$ cat src/rtl/dmem_arbiter_if.sv
// Bus bundle between the two data-memory requesters, the arbiter and the
// single-port data memory. The slave view belongs to the arbiter. The master
// view belongs to the surrounding environment: the requesters plus the memory
// macro that supplies mem_rdata.
interface dmem_arbiter_if #(
   parameter int AW = 8,
   parameter int DW = 8
);
   logic          req0;
   logic          req1;
   logic          we0;
   logic          we1;
   logic [AW-1:0] addr0;
   logic [AW-1:0] addr1;
   logic [DW-1:0] wdata0;
   logic [DW-1:0] wdata1;
   logic          gnt0;
   logic          gnt1;
   logic          rvalid0;
   logic          rvalid1;
   logic [DW-1:0] rdata;
   logic          mem_we;
   logic [AW-1:0] mem_addr;
   logic [DW-1:0] mem_wdata;
   logic [DW-1:0] mem_rdata;

   modport slave (
      input  req0, req1, we0, we1, addr0, addr1, wdata0, wdata1, mem_rdata,
      output gnt0, gnt1, rvalid0, rvalid1, rdata, mem_we, mem_addr, mem_wdata
   );

   modport master (
      output req0, req1, we0, we1, addr0, addr1, wdata0, wdata1, mem_rdata,
      input  gnt0, gnt1, rvalid0, rvalid1, rdata, mem_we, mem_addr, mem_wdata
   );
endinterface

$ cat src/rtl/dmem_arbiter.sv
// Round-robin arbiter for the shared 256x8 data memory.
// Port 0 is the pipeline MEM stage and port 1 is the loader/debug port.
// Each winning request becomes a one-cycle registered memory access.
// Read data comes back one cycle after the access.
module dmem_arbiter #(
   parameter int AW = 8,
   parameter int DW = 8
) (
   input logic           clk,
   input logic           rst,
   dmem_arbiter_if.slave bus
);

   logic          last;
   logic          elig0;
   logic          elig1;
   logic          win0;
   logic          win1;
   logic          sel_we;
   logic [AW-1:0] sel_addr;
   logic [DW-1:0] sel_wdata;

   logic          gnt0_p1;
   logic          gnt1_p1;
   logic          vld_p1;
   logic          acc_id_p1;
   logic          acc_we_p1;
   logic [AW-1:0] acc_addr_p1;
   logic [DW-1:0] acc_wdata_p1;

   logic          rvld0_p2;
   logic          rvld1_p2;
   logic [DW-1:0] rdata_p2;

   // A port granted this cycle is masked so a held req is not accepted twice;
   // on a tie the port that did not win last time takes the slot.
   always_comb begin
      elig0     = bus.req0 & ~gnt0_p1;
      elig1     = bus.req1 & ~gnt1_p1;
      win0      = elig0 & (~elig1 | last);
      win1      = elig1 & (~elig0 | ~last);
      sel_we    = win1 ? bus.we1    : bus.we0;
      sel_addr  = win1 ? bus.addr1  : bus.addr0;
      sel_wdata = win1 ? bus.wdata1 : bus.wdata0;
   end

   // ---- stage p1: accept the winner and register the memory access ----
   // Address and write data are held while idle so the memory pins stay quiet.
   always_ff @(posedge clk or posedge rst) begin
      if (rst) begin
         gnt0_p1      <= 1'b0;
         gnt1_p1      <= 1'b0;
         vld_p1       <= 1'b0;
         acc_id_p1    <= 1'b0;
         acc_we_p1    <= 1'b0;
         acc_addr_p1  <= '0;
         acc_wdata_p1 <= '0;
         last         <= 1'b1;
      end else begin
         gnt0_p1 <= win0;
         gnt1_p1 <= win1;
         vld_p1  <= win0 | win1;
         if (win0 | win1) begin
            acc_id_p1    <= win1;
            acc_we_p1    <= sel_we;
            acc_addr_p1  <= sel_addr;
            acc_wdata_p1 <= sel_wdata;
            last         <= win1;
         end
      end
   end

   // ---- stage p2: capture the read result for the port that issued it ----
   // rdata keeps its last value between reads; rvalid marks the owner.
   always_ff @(posedge clk or posedge rst) begin
      if (rst) begin
         rvld0_p2 <= 1'b0;
         rvld1_p2 <= 1'b0;
         rdata_p2 <= '0;
      end else if (vld_p1 & ~acc_we_p1) begin
         rvld0_p2 <= ~acc_id_p1;
         rvld1_p2 <= acc_id_p1;
         rdata_p2 <= bus.mem_rdata;
      end else begin
         rvld0_p2 <= 1'b0;
         rvld1_p2 <= 1'b0;
      end
   end

   // The write enable is gated by the access valid, which the asynchronous
   // reset clears, so a reset inside a write cycle drops the write at once.
   assign bus.mem_we    = vld_p1 & acc_we_p1;
   assign bus.mem_addr  = acc_addr_p1;
   assign bus.mem_wdata = acc_wdata_p1;
   assign bus.gnt0      = gnt0_p1;
   assign bus.gnt1      = gnt1_p1;
   assign bus.rvalid0   = rvld0_p2;
   assign bus.rvalid1   = rvld1_p2;
   assign bus.rdata     = rdata_p2;

endmodule

$ cat src/flat_wrapper.sv
// flat-port wrapper written by rule: the top's interface ports become plain ports
module dmem_arbiter_flat 
#(
   parameter int AW = 8,
   parameter int DW = 8
)
  (clk, rst, bus_req0, bus_req1, bus_we0, bus_we1, bus_addr0, bus_addr1, bus_wdata0, bus_wdata1, bus_mem_rdata, bus_gnt0, bus_gnt1, bus_rvalid0, bus_rvalid1, bus_rdata, bus_mem_we, bus_mem_addr, bus_mem_wdata);
  dmem_arbiter_if #(.AW(AW), .DW(DW)) bus_i ();
  input logic clk;
  input logic rst;
  input wire logic [$bits(bus_i.req0)-1:0] bus_req0;
  input wire logic [$bits(bus_i.req1)-1:0] bus_req1;
  input wire logic [$bits(bus_i.we0)-1:0] bus_we0;
  input wire logic [$bits(bus_i.we1)-1:0] bus_we1;
  input wire logic [$bits(bus_i.addr0)-1:0] bus_addr0;
  input wire logic [$bits(bus_i.addr1)-1:0] bus_addr1;
  input wire logic [$bits(bus_i.wdata0)-1:0] bus_wdata0;
  input wire logic [$bits(bus_i.wdata1)-1:0] bus_wdata1;
  input wire logic [$bits(bus_i.mem_rdata)-1:0] bus_mem_rdata;
  output wire logic [$bits(bus_i.gnt0)-1:0] bus_gnt0;
  output wire logic [$bits(bus_i.gnt1)-1:0] bus_gnt1;
  output wire logic [$bits(bus_i.rvalid0)-1:0] bus_rvalid0;
  output wire logic [$bits(bus_i.rvalid1)-1:0] bus_rvalid1;
  output wire logic [$bits(bus_i.rdata)-1:0] bus_rdata;
  output wire logic [$bits(bus_i.mem_we)-1:0] bus_mem_we;
  output wire logic [$bits(bus_i.mem_addr)-1:0] bus_mem_addr;
  output wire logic [$bits(bus_i.mem_wdata)-1:0] bus_mem_wdata;
  assign bus_i.req0 = bus_req0;
  assign bus_i.req1 = bus_req1;
  assign bus_i.we0 = bus_we0;
  assign bus_i.we1 = bus_we1;
  assign bus_i.addr0 = bus_addr0;
  assign bus_i.addr1 = bus_addr1;
  assign bus_i.wdata0 = bus_wdata0;
  assign bus_i.wdata1 = bus_wdata1;
  assign bus_i.mem_rdata = bus_mem_rdata;
  assign bus_gnt0 = bus_i.gnt0;
  assign bus_gnt1 = bus_i.gnt1;
  assign bus_rvalid0 = bus_i.rvalid0;
  assign bus_rvalid1 = bus_i.rvalid1;
  assign bus_rdata = bus_i.rdata;
  assign bus_mem_we = bus_i.mem_we;
  assign bus_mem_addr = bus_i.mem_addr;
  assign bus_mem_wdata = bus_i.mem_wdata;
  dmem_arbiter #(.AW(AW), .DW(DW)) u_core (.clk(clk), .rst(rst), .bus(bus_i));
endmodule
$ cat config.mk
export PLATFORM = sky130hd
export DESIGN_NAME = dmem_arbiter_flat
export DESIGN_NICKNAME = d
export VERILOG_FILES = /design/src/rtl/dmem_arbiter_if.sv /design/src/rtl/dmem_arbiter.sv /design/src/flat_wrapper.sv
export SDC_FILE = /design/constraint.sdc
export NUM_CORES = 1
export LEC_CHECK = 0
export ABC_AREA = 1
export ABC_CLOCK_PERIOD_IN_PS = 2600
export CORE_MARGIN = 8
export CORE_UTILIZATION = 42
export DETAILED_ROUTE_END_ITERATION = 12
export PLACE_DENSITY = 0.85
export SLEW_MARGIN = 20
export SYNTH_ARGS = -nofsm -noshare
export SYNTH_HDL_FRONTEND = slang
export SYNTH_SLANG_ARGS = --single-unit
$ cat constraint.sdc
create_clock -name clk -period 2.6 [get_ports clk]
set_clock_uncertainty 0.1 [all_clocks]
set_input_delay 0.52 -clock clk [delete_from_list [all_inputs] [get_ports clk]]
set_output_delay 0.52 -clock clk [all_outputs]
set_load 0.02 [all_outputs]
==> out/results.tsv, run 1 <==
stage	metric	value	unit
floorplanning	row count	21	
worst_setup_path	critical path type	flip-flop to output port	
floorplanning	die area	5540	µm²
worst_setup_path	RR Endpoint	u_core.acc_id_p1	
logic_synthesis	mapped cell area	1430	µm²
grt	largest net degree at the start of global routing	33	
layout	# diodes	0	
drt	DRT Pass-1 Iters	4	
worst_setup_path	CP Buf/Inv Count	2	
job	max_cap viols	0	
worst_setup_path	Setup crit start kind	flip-flop	
place	GPL Wtd Cong	0.789	
layout	synthesis-to-layout area growth	57.4	%
worst_setup_path	Reg2Reg Depth	3	
worst_setup_path	worst setup path start	u_core.vld_p1	
outcome	status	completed	
sta	crit path time final	2240	ps
cts	Hold Buf Count CTS	0	
layout	Final nets	279	
sta	PnR worst setup slack	358	ps
floorplanning	die height	74.4	µm
sta	Tcrit/Tclk final	0.862	
drt	met3 routed WL	367	µm
worst_setup_path	critical path, cell by cell	nand2_1 -> inv_1 -> clkdlybuf4s50_1	
logic_synthesis	Ys Warns	0	
drt	final WL	4.36	mm
logic_synthesis	Synth Instances	158	
power	Worst VDD drop	413	µV
worst_setup_path	Top delay family on crit path	buffers and inverters	
worst_setup_path	max incr delay on CP	590	ps
power	total power	1.79	mW
sta	worst-margin pin slew	390	ps
sta	unrepaired setup endpoints after global routing	false	
place	port buffer count	74	
worst_setup_path	Crit-path slowest cell	clkdlybuf4s50_1	
sta	setup violators final	0	
worst_setup_path	Worst Path Arrival	1620	ps
place	Final HPWL DP	3.24	mm
grt	total track usage	0.170	
sta	relative slew slack	0.740	
power	P per Cell Area	794	nW/µm²
drt	wire length on met2	2.25	mm
worst_setup_path	Reg-to-Reg Start	u_core.last	
logic_synthesis	sequential fraction of the synthesis area	0.560	
drt	DRC viols	0	
floorplanning	core area	3310	µm²
sta	Final Max Tran Viols	0	
layout	FILL cells	279	
cts	clock root buffer	clkbuf_4	
layout	Reg area	802	µm²
drt	top layer in use	met4	
drt	DR iter-0 viols	109	
cts	TritonCTS sink count	32	
cts	worst-skew pair later-pin latency	330	ps
sta	setup TNS	0	ps
worst_setup_path	Crit. path cell count	3	
cts	TritonCTS clock tree	done	
floorplanning	Horiz. Die Dim	74.4	µm
logic_synthesis	Mean Syn Cell Area	9.07	µm²
sta	final hold slack	333	ps
grt	initial antenna violation count	0	
grt	first-pass GRT wire length	7.18	mm
drt	M1 WL	1.69	mm
drt	DR WL/cell	15.6	µm
power	Leakage	1.03	nW
hold_path	Hold Path Class	flip-flop to flip-flop	
worst_setup_path	critical path required time	1980	ps
grt	total gr overflow	0	
sta	f_max	0.446	GHz
logic_synthesis	Net Count, Synth	204	
drt	vias per std cell	5.12	
worst_setup_path	flop2flop setup slack	1180	ps
logic_synthesis	Post-synth EDFFs	0	
cts	PostCTS Resize Cnt	0	
layout	footprint of the multi-input gates	533	µm²
worst_setup_path	CP Capture Type	output port	
logic_synthesis	Synth async-reset ratio	1.00	
place	Setup WS pre-CTS	633	ps
floorplanning	initial cell density of the core	0.433	
worst_setup_path	Crit Path Max Fanout	10	
worst_setup_path	Worst Setup EP	bus_mem_we	
layout	share of cells above drive strength 1	0.0730	
grt	vias in the first global route	1523	
logic_synthesis	Yosys reg bits	32	
cts	largest buffer count on any clock path	2	
cts	H-tree levels	2	
logic_synthesis	Synth cell types	17	
floorplanning	I/O pin count	75	
drt	Antenna Nets Post-Route	0	
drt	via count	1428	
cts	Num CTS Buffers	5	
cts	clock-pin slew on the worst setup and hold paths	90	ps
sta	final hold viol count	0	
cts	# Post-CTS Setup Buffers	0	
logic_synthesis	main flop type after synthesis	dfrtp_1	
-- cell type report --
cell class | instances | share of cell area
flip-flops and latches | 32 | 0.356
inverters | 11 | 0.0183
well taps | 46 | 0.0255
clock buffers | 7 | 0.0289
multi-input cells | 107 | 0.236
repair buffers | 76 | 0.335
-- cell usage after synthesis, types with 2 or more instances --
cell type,number,area share
buf_2,3,0.010
buf_4,3,0.016
dfrtp_1,31,0.54
inv_1,8,0.021
inv_2,2,0.0052
nand2_1,21,0.055
nand2_2,2,0.0087
nand3_1,75,0.26
nand3_2,2,0.014
nor2_1,3,0.0079
o21ai_0,2,0.0070
-- per-layer routing --
metal	vias up	global-route usage
met5	-	0
met4	0	0.0587
met3	7	0.0755
met2	50	0.288
met1	683	0.182
li1	688	-
-- cell families (layout without fill, tap and decap cells) --
| kind of cell | count (synthesis) | after routing | synth area share |
|---|---|---|---|
| buffers and inverters | 19 | 94 | 0.0681 |
| flip-flops | 32 | 32 | 0.560 |
| AO/OA/AOI/OAI | 3 | 3 | 0.0105 |
| AND/OR/NAND/NOR | 104 | 104 | 0.362 |
-- worst min-delay path by stage --
| stage | from | cells after the start | endpoint | slack [ps] |
|---|---|---|---|---|
| floorplan | u_core.acc_id_p1 | 1 | u_core.bus.rvalid0 | 300 |
| global placement | u_core.acc_id_p1 | 1 | u_core.bus.rvalid0 | 310 |
| detailed placement | u_core.acc_id_p1 | 1 | u_core.bus.rvalid0 | 310 |
| CTS | u_core.acc_id_p1 | 1 | u_core.bus.rvalid0 | 330 |
| global route | u_core.acc_id_p1 | 1 | u_core.bus.rvalid0 | 350 |
| finish | u_core.acc_id_p1 | 1 | u_core.bus.rvalid0 | 330 |
-- state kept, by name, indices dropped and copies added, names as in the netlist --
register,count
u_core.last,1
u_core.bus.gnt0,1
u_core.bus.mem_addr,8
u_core.acc_id_p1,1
u_core.bus.rvalid1,1
u_core.bus.gnt1,1
u_core.bus.rvalid0,1
u_core.bus.mem_wdata,8
u_core.acc_we_p1,1
u_core.vld_p1,1
u_core.bus.rdata,8
-- power by group --
part / total, mW / switching [mW] / internal (mW)
registers: 0.720 / 0.0859 / 0.635
clock network: 0.313 / 0.160 / 0.153
logic: 0.756 / 0.404 / 0.352
-- stage by stage --
stage | util | instances | instance area, µm²
after global routing | 0.681 | 279 | 2250
after global placement | 0.661 | 272 | 2190
final | 0.681 | 279 | 2250
after floorplan | - | 158 | 1430
after CTS | 0.681 | 279 | 2250
after detailed placement | 0.661 | 272 | 2190
-- layout by cell type (no fill, tap or decap), drive strengths merged --
master	n
clkbuf	7
nand2	23
clkdlybuf4s50	74
o21ai	2
inv	10
buf	2
clkinv	1
dfstp	1
nor2	4
nand3	77
a21oi	1
dfrtp	31
Power figures use the tool's default switching activity.
==> inputs of run 2 (changes only) <==
- SLEW_MARGIN: 20 -> 5
==> results of run 2 <==
Final layout, timing and power as in run 1 (identical DEF).
==> inputs of run 3 (changes only) <==
- SLEW_MARGIN: 5 -> not set
==> results of run 3 <==
Final layout, timing and power as in run 1 (identical DEF).
